File: src/rtl/v_ber_accum.sv
// ---------------------------------------------------------------------------
// v_ber_accum
//
// Accumulates bit-error statistics from the per-bit error-flag vector that
// the BER checker produces. Over a window of win_len valid words it counts
// the total errored bits, the number of words with at least one errored bit,
// and the worst single-word error count. Results are held with a done level
// until the next start or reset.
//
// Datapath: stage 1 registers popcount(flag) (p_cnt/p_vld), stage 2 folds
// the registered count into the saturating accumulators.
//
// Ports:
//   clk        in   sampling clock, all state on posedge
//   rst_n      in   asynchronous active-low reset
//   start      in   single-cycle pulse, arms (or restarts) a measurement
//   win_len    in   window length in valid words, latched on start
//   flag       in   per-bit error flags (1 = bit error)
//   flag_valid in   flag word is a counted sample this cycle
//   busy       out  measurement in progress (ARM/RUN/FLUSH)
//   done       out  results valid, held until next start or reset
//   err_bits   out  accumulated errored bits, saturating
//   err_words  out  words with popcount > 0, saturating
//   words      out  valid words accepted in the current window
//   max_err    out  largest single-word popcount in the window
//   sat        out  sticky: err_bits or err_words clamped this window
// ---------------------------------------------------------------------------
module v_ber_accum #(
  parameter int WIDTH = 132,
  parameter int CNT_W = 32,
  parameter int WIN_W = 24,
  parameter int PC_W  = 8
) (
  input  logic             clk,
  input  logic             rst_n,
  input  logic             start,
  input  logic [WIN_W-1:0] win_len,
  input  logic [WIDTH-1:0] flag,
  input  logic             flag_valid,
  output logic             busy,
  output logic             done,
  output logic [CNT_W-1:0] err_bits,
  output logic [CNT_W-1:0] err_words,
  output logic [WIN_W-1:0] words,
  output logic [PC_W-1:0]  max_err,
  output logic             sat
);

  // Popcount tree geometry: nibble leaves, padded up to a power of two.
  localparam int NG  = (WIDTH + 3) / 4;
  localparam int LVL = (NG > 1) ? $clog2(NG) : 0;
  localparam int NP  = 1 << LVL;

  typedef enum logic [2:0] {
    S_IDLE  = 3'd0,
    S_ARM   = 3'd1,
    S_RUN   = 3'd2,
    S_FLUSH = 3'd3,
    S_DONE  = 3'd4
  } state_t;

  // Number of set bits in a nibble.
  function automatic logic [2:0] nib_cnt(input logic [3:0] n);
    nib_cnt = {2'b00, n[0]} + {2'b00, n[1]} + {2'b00, n[2]} + {2'b00, n[3]};
  endfunction

  // Balanced adder tree over nibble counts, stored heap-style:
  // node i has children 2i+1 and 2i+2, leaves occupy NP-1 .. 2NP-2.
  function automatic logic [PC_W-1:0] popcount(input logic [WIDTH-1:0] v);
    logic [4*NG-1:0] pv;
    logic [PC_W-1:0] node [2*NP-1];
    pv = '0;
    pv[WIDTH-1:0] = v;
    for (int i = 0; i < NG; i++) begin
      node[NP-1+i] = PC_W'(nib_cnt(pv[4*i +: 4]));
    end
    for (int i = NG; i < NP; i++) begin
      node[NP-1+i] = '0;
    end
    for (int i = NP - 2; i >= 0; i--) begin
      node[i] = node[2*i+1] + node[2*i+2];
    end
    popcount = node[0];
  endfunction

  state_t           state_r;
  state_t           state_nxt;
  logic [WIN_W-1:0] win_len_r;
  logic [PC_W-1:0]  p_cnt_r;
  logic             p_vld_r;

  logic             accept_s;
  logic             last_s;
  logic [WIN_W-1:0] words_inc_s;
  logic [PC_W-1:0]  pc_s;
  logic [CNT_W:0]   bits_sum_s;
  logic [CNT_W:0]   wrds_sum_s;
  logic             busy_nxt_s;
  logic             done_nxt_s;

  // Word acceptance: only in RUN, and a start in the same cycle drops the word.
  always_comb begin
    accept_s    = 1'b0;
    last_s      = 1'b0;
    words_inc_s = words + WIN_W'(1);
    pc_s        = popcount(flag);
    if ((state_r == S_RUN) && flag_valid && !start) begin
      accept_s = 1'b1;
      last_s   = (words_inc_s == win_len_r);
    end else begin
      accept_s = 1'b0;
      last_s   = 1'b0;
    end
  end

  // Next-state and registered-output decode; start restarts from any state.
  always_comb begin
    state_nxt = state_r;
    if (start) begin
      state_nxt = S_ARM;
    end else begin
      case (state_r)
        S_IDLE:  state_nxt = S_IDLE;
        S_ARM: begin
          if (win_len_r == '0) begin
            state_nxt = S_FLUSH;
          end else begin
            state_nxt = S_RUN;
          end
        end
        S_RUN: begin
          if (last_s) begin
            state_nxt = S_FLUSH;
          end else begin
            state_nxt = S_RUN;
          end
        end
        S_FLUSH: state_nxt = S_DONE;
        S_DONE:  state_nxt = S_DONE;
        default: state_nxt = S_IDLE;
      endcase
    end
    busy_nxt_s = (state_nxt == S_ARM) || (state_nxt == S_RUN) ||
                 (state_nxt == S_FLUSH);
    done_nxt_s = (state_nxt == S_DONE);
  end

  // One extra bit on each sum exposes the overflow used for clamping.
  always_comb begin
    bits_sum_s = {1'b0, err_bits}  + (CNT_W+1)'(p_cnt_r);
    wrds_sum_s = {1'b0, err_words} + (CNT_W+1)'(p_cnt_r != '0);
  end

  // Control state, status outputs and latched window length.
  always_ff @(posedge clk or negedge rst_n) begin
    if (!rst_n) begin
      state_r   <= S_IDLE;
      busy      <= 1'b0;
      done      <= 1'b0;
      win_len_r <= '0;
    end else begin
      state_r <= state_nxt;
      busy    <= busy_nxt_s;
      done    <= done_nxt_s;
      if (start) begin
        win_len_r <= win_len;
      end
    end
  end

  // Stage 1: register the word popcount and count accepted words.
  always_ff @(posedge clk or negedge rst_n) begin
    if (!rst_n) begin
      p_cnt_r <= '0;
      p_vld_r <= 1'b0;
      words   <= '0;
    end else if (start) begin
      p_cnt_r <= '0;
      p_vld_r <= 1'b0;
      words   <= '0;
    end else if (accept_s) begin
      p_cnt_r <= pc_s;
      p_vld_r <= 1'b1;
      words   <= words_inc_s;
    end else begin
      p_vld_r <= 1'b0;
    end
  end

  // Stage 2: saturating accumulation and running maximum.
  always_ff @(posedge clk or negedge rst_n) begin
    if (!rst_n) begin
      err_bits  <= '0;
      err_words <= '0;
      max_err   <= '0;
      sat       <= 1'b0;
    end else if (start) begin
      err_bits  <= '0;
      err_words <= '0;
      max_err   <= '0;
      sat       <= 1'b0;
    end else if (p_vld_r) begin
      err_bits  <= bits_sum_s[CNT_W] ? '1 : bits_sum_s[CNT_W-1:0];
      err_words <= wrds_sum_s[CNT_W] ? '1 : wrds_sum_s[CNT_W-1:0];
      sat       <= sat | bits_sum_s[CNT_W] | wrds_sum_s[CNT_W];
      if (p_cnt_r > max_err) begin
        max_err <= p_cnt_r;
      end
    end
  end

endmodule

File: config.mk
export PLATFORM = sky130hd
export DESIGN_NAME = v_ber_accum
export DESIGN_NICKNAME = d
export VERILOG_FILES = /design/src/rtl/v_ber_accum.sv
export SDC_FILE = /design/constraint.sdc
export NUM_CORES = 1
export LEC_CHECK = 0
export CAP_MARGIN = 40
export CORE_MARGIN = 3
export CORE_UTILIZATION = 25
export DETAILED_ROUTE_END_ITERATION = 8
export PLACE_DENSITY = 0.53
export RECOVER_POWER = 50
export SLEW_MARGIN = 20
export SYNTH_ARGS = -nofsm -noshare
export SYNTH_HDL_FRONTEND = slang
export SYNTH_SLANG_ARGS = --single-unit
export TNS_END_PERCENT = 30
File: constraint.sdc
create_clock -name clk -period 2.4 [get_ports clk]
set_input_delay 0.24 -clock clk [delete_from_list [all_inputs] [get_ports clk]]
set_output_delay 0.24 -clock clk [all_outputs]
set_load 0.02 [all_outputs]
# Yosys cells after proc, flatten, opt, wreduce, memory -nomap -nowiden
# Index checks and enable logic that the tools add are counted.
dict set report word_totals {
  ff_bits 135
  inputBits 160
  word_cells 192
}
dict set report classes {
  add_sub_neg 134
  order_cmp 1
  eq_ne 9
  n_mux 23
  bitwise_logic 2
  n_reduce_logical 12
}
# operator n
set ops {}
lappend ops {{two-way mux 32 bit} 6}
lappend ops {{adder 2 x 1 -> 3 bit} 33}
lappend ops {{adder 3 x 1 -> 3 bit} 33}
lappend ops {{adder 1 x 1 -> 2 bit} 33}
lappend ops {{adder 3 x 3 -> 4 bit} 16}
lappend ops {{two-way mux 24 bit} 2}
lappend ops {{adder 4 x 4 -> 5 bit} 8}
lappend ops {{two-way mux 8 bit} 5}
lappend ops {{adder 32 x 1 -> 33 bit} 1}
lappend ops {{adder 32 x 8 -> 33 bit} 1}
lappend ops {{adder 24 x 1 -> 24 bit (second input constant)} 1}
lappend ops {{adder 5 x 5 -> 6 bit} 4}
lappend ops {{== test 24 bit} 1}
lappend ops {{zero test 24 bit} 1}
lappend ops {{adder 6 x 6 -> 7 bit} 2}
lappend ops {{== test 3 x 2 -> 1 bit (second input constant)} 4}
lappend ops {{one-hot mux 3 bit (3 select lines)} 1}
lappend ops {{adder 7 x 7 -> 8 bit} 1}
lappend ops {{adder 8 x 3 -> 8 bit} 1}
lappend ops {{> comparator 8 bit} 1}
lappend ops {{two-way mux 1 bit} 8}
lappend ops {{nonzero test 8 bit} 1}
lappend ops {{== test 3 x 1 -> 1 bit (second input constant)} 2}
lappend ops {{== test 3 bit (second input constant)} 2}
lappend ops {{other kinds (8)} 13}

# Logic depth before layout (Yosys ltp)
dict set report depth {
  word_depth 11
  depth_mapped 26
}

# Least setup slack after synthesis
# No wires, ideal clock.
dict set report synth_timing {
  kind {input -> register}
  from {input port flag[35]}
  to {register p_cnt_r[7]}
  arrival_time_ns 6.777
  required_ns 2.262
  slack_ns -4.515
  cell_stages 24
  n_path_buf 0
  path_cell_list {inv_1 > fa_1 > inv_1 > fa_1 > fa_1 > inv_1 > fa_1 > inv_1 > fa_1 > fa_1 > fa_1 > fa_1 > fa_1 > inv_1 > fa_1 > inv_1 > ha_1 > a21o_1 > a21oi_1 > o21ai_0 > a21oi_1 > nor2b_1 > o21ai_0 > a211oi_1}
}
dict set report synth_via {
  elab_chain_len 9
}
# item line_no
set synth_rtl {}
lappend synth_rtl {{start: declaration} 38} ;# input logic [WIDTH-1:0] flag,
lappend synth_rtl {{adder 3 x 1 -> 3 bit} 64} ;# nib_cnt = {2'b00, n[0]} + {2'b00, n[1]} + {2'b00, n[2]} + {2'b00, n[3]};
lappend synth_rtl {{adder 3 x 3 -> 4 bit} 81} ;# node[i] = node[2*i+1] + node[2*i+2];
lappend synth_rtl {{adder 4 x 4 -> 5 bit} 81}
lappend synth_rtl {{adder 5 x 5 -> 6 bit} 81}
lappend synth_rtl {{adder 6 x 6 -> 7 bit} 81}
lappend synth_rtl {{adder 7 x 7 -> 8 bit} 81}
lappend synth_rtl {{adder 8 x 3 -> 8 bit} 81}
lappend synth_rtl {{two-way mux 8 bit} 181} ;# end else if (accept_s) begin
lappend synth_rtl {{two-way mux 8 bit} 177} ;# end else if (start) begin
lappend synth_rtl {{end signal: assignment} 182} ;# p_cnt_r <= pc_s;
lappend synth_rtl {{end: declaration} 89} ;# logic [PC_W-1:0] p_cnt_r;
# No other way between the ends. The select of a mux whose other input is x is not followed.
# A chain may end at the register's enable or synchronous reset.

# Final worst setup path
dict set report layout_timing {
  from {input port flag[117]}
  to {register p_cnt_r[5]}
}
dict set report layout_via {
  elab_chain_len 11
}
# item line_no
set layout_rtl {}
lappend layout_rtl {{adder 1 x 1 -> 2 bit} 64}
lappend layout_rtl {{adder 2 x 1 -> 3 bit} 64}
lappend layout_rtl {{adder 3 x 1 -> 3 bit} 64}
lappend layout_rtl {{adder 3 x 3 -> 4 bit} 81}
lappend layout_rtl {{adder 4 x 4 -> 5 bit} 81}
lappend layout_rtl {{adder 5 x 5 -> 6 bit} 81}
lappend layout_rtl {{adder 6 x 6 -> 7 bit} 81}
lappend layout_rtl {{adder 7 x 7 -> 8 bit} 81}
lappend layout_rtl {{adder 8 x 3 -> 8 bit} 81}
lappend layout_rtl {{two-way mux 8 bit} 181}
lappend layout_rtl {{two-way mux 8 bit} 177}
# No other way between the ends. The select of a mux whose other input is x is not followed.

==> run_results.csv <==
group,metric,value,unit
flow_run,maxCapViolCount,1,
clock_tree,cts_tree,"done",
timing,slew_violations,59,
worst_setup_path,critPathLaunchType,"input pin",
timing,worst_pin_slew,1.573,ns
placed_design,portBuffers,258,
clock_tree,cts.sinks,135,
floorplanning,dieArea,47300,um2
clock_tree,clockBufferDepth,2,
floorplanning,dieWidth,217.5,um
logic_synthesis,synth_area_leader_cell,"dfrtp_1",
logic_synthesis,synth_edf_count,0,
timing,grt_setup_unrepaired,"true",
clock_tree,clk_pin_slew_worst_paths,0.07,ns
worst_setup_path,end_kind,"register",
placed_design,placed_cells,2090,
timing,period_minus_slack,6.482,ns
grt,first_global_vias,10280,
finish,area_delta_synth_final,45.51,%
worst_setup_path,cp.arrival,6.85,ns
power,vdd_drop_max,0.006476,V
routing,vias,9702,
routing,ant_nets,0,
floorplanning,ios,259,
power,p_per_area,1965,nW/um2
status,violations,"capacitance limit, slew limit, setup timing",
timing,setup-violations-final,16,
logic_synthesis,yosys-top-cells-area,"dfrtp_1 30%, fa_1 21%, inv_1 6.7%",
worst_setup_path,r2r_slack,-0.11,ns
finish,ff_latch_area,3400,um2
logic_synthesis,synth_top_family_by_area,"adder cells",
timing,timing.slew.headroom,-0.04848,
logic_synthesis,synth_compound_area_frac,0.1053,
logic_synthesis,syn_area,11180,um2
power,power.leakage,7.036,nW
grt,antenna_found_initial,2,
worst_setup_path,criticalPathCategory,"input pin to register",
routing,firstDrtPassIters,5,
logic_synthesis,synth_top_area_share,0.3021,
logic_synthesis,yosysSeqAreaShare,0.3021,
floorplanning,rows,76,
worst_setup_path,worstPathMaxFanout,2,
routing,via_per_inst,4.553,
logic_synthesis,yosys.area_share.simple,0.1649,
clock_tree,h-tree-depth,4,
finish,final_area,16270,um2
floorplanning,dieHeight,217.5,um
clock_tree,cts-root-buf,"clkbuf_16",
grt,grtUsageTotal,0.1435,
timing,worst_slack,-4.082,ns
logic_synthesis,synthTopCellsByCount,"201 x inv_1, 135 x dfrtp_1, 120 x fa_1",
timing,fin_crit_sh,2.701,
logic_synthesis,synth_xor_xnor_area_share,0.04543,
placed_design,dpl.hpwl,27260,um
grt,grt_pass1_wl,54030,um
logic_synthesis,ys_ff_latch,135,
finish,drive_gt1_frac,0.2639,
timing,fmax,154.3,MHz
logic_synthesis,synth.area.mux_share,0.03480,
routing,post_drt_wl_per_cell,15.91,um
clock_tree,clkLatencyLatePin,0.44,ns
min_path,hp-class,"input pin to register",
status,status,"finished, violations left",
finish,fin_util,0.3728,
placed_design,place_congestion,0.8643,
logic_synthesis,async_flop_share,1.000,
placed_design,placed_area,15450,um2
timing,final.setup_skew,0.008825,ns
logic_synthesis,synth.net_count,1485,
floorplanning,initial_core_util,0.2562,
timing,hold_violations,0,
finish,diodes,0,
logic_synthesis,ys.flop_type,"dfrtp_1",
routing,drc,0,
worst_setup_path,required,2.77,ns
grt,overflow,0,
finish,multiInputGateArea,7368,um2
routing,drt_iter0_markers,476,
logic_synthesis,synthAdderAreaFrac,0.2630,
logic_synthesis,syn_avg_cell_area,9.623,um2
logic_synthesis,synth_warnings,0,
floorplanning,core,43650,um2
routing,drt_wl_total,33910,um
finish,stdcell_count,2131,
logic_synthesis,syn-instance-count,1162,
grt,grt_max_degree,136,
logic_synthesis,yosys.cell_count.top_type,"inv_1",
finish,nets,1856,
clock_tree,cts_buffers,17,
finish,n_fill_cell,4475,
logic_synthesis,ys_types,63,
## power breakdown
part / internal, W / leakage, nW / switching [W] / total, W
logic: 0.0141 / 4.97 / 0.0128 / 0.0269
clock network: 0.00153 / 0.273 / 0.00110 / 0.00263
registers: 0.00235 / 1.79 / 0.0000810 / 0.00243
total: 0.0180 / 7.04 / 0.0140 / 0.0320
## registers in the layout, indices dropped and copies added, names as in the netlist
| name | flops |
|---|---|
| state_r | 3 |
| p_vld_r | 1 |
| done | 1 |
| err_words | 32 |
| words | 24 |
| max_err | 8 |
| err_bits | 32 |
| busy | 1 |
| p_cnt_r | 8 |
| sat | 1 |
| win_len_r | 24 |
## worst max-delay path, stage by stage
cell	delay, ns
buf_2	0.08
inv_1	0.04
fa_1	0.51
fa_2	0.55
inv_2	0.04
fa_2	0.34
fa_1	0.50
fa_1	0.54
inv_2	0.04
fa_1	0.50
inv_1	0.05
fa_1	0.48
fa_1	0.51
fa_1	0.53
inv_2	0.04
fa_1	0.55
inv_1	0.07
ha_1	0.29
a21o_1	0.19
a21oi_2	0.18
o21ai_2	0.07
a21oi_2	0.16
xnor2_1	0.14
nand2_1	0.07
a21oi_1	0.14
## path summary, 6_finish.rpt
path,start,endpoint,cells past startpoint
max,flag[117],p_cnt_r[5],25
min,start,p_vld_r,3
max reg2reg,p_cnt_r[0],err_bits[21],11
min reg2reg,err_words[22],err_words[22],1
max in group asynchronous,rst_n,words[5],3
min in group asynchronous,rst_n,err_bits[29],2
## logic make-up after synthesis
kind of cell,Yosys count
AOI/OAI and AO/OA,184
DFF,135
and+or+nand+nor,341
buffers and inverters,245
xor gates and xnor gates,58
adders and majority gates,163
muxes,36
## placed cells by master (no fill, tap or decap), drive strengths merged, types with 32 or more instances in the layout
cell type / count
o21ai: 32
clkbuf: 35
fa: 120
nand2: 59
nor3: 51
buf: 177
ha: 43
a21oi: 65
clkdlybuf4s50: 193
dfrtp: 135
inv: 203
xnor2: 35
nor2: 87
## area by class of cell
type | instances | area share
clock buffers | 18 | 0.02638
flip-flops and latches | 135 | 0.2089
repair buffers | 396 | 0.2111
well taps | 585 | 0.04499
multi-input cells | 782 | 0.4529
clock inverters | 14 | 0.009382
inverters | 201 | 0.04637
## timing repair
action / 4_1_cts / 5_1_grt
endpoints found under the hold margin: 55 / 0
gates cloned: 1 / 0
gates resized for setup: 259 / 92
setup buffers: 6 / 2
endpoints found under the setup margin: 59 / 67
hold buffers: 1 / 0
pin swaps: 42 / 81
## metrics by stage
step           TNS, ns  power, W  worst slack [ns]  hold WS, ns
3_3_place_gp    -39.55   0.02612            -4.899       0.2803
6_report        -31.05   0.03197            -4.082       0.1453
2_1_floorplan   -31.72   0.01965            -4.223     -0.05559
4_1_cts         -31.04   0.03079            -4.065       0.1186
3_5_place_dp    -41.04   0.02655            -4.934       0.2878
5_1_grt         -41.66   0.03351            -4.339       0.1343
## per-layer routing
layer  track usage  up-vias  wire, um
li1              -     4660         -
met1        0.1784     4755     14730
met2        0.2479      258     16640
met3       0.04264       25      2146
met4       0.02957        4       360
met5             0        -        32
Note: power is estimated with default switching activity, not from simulation.
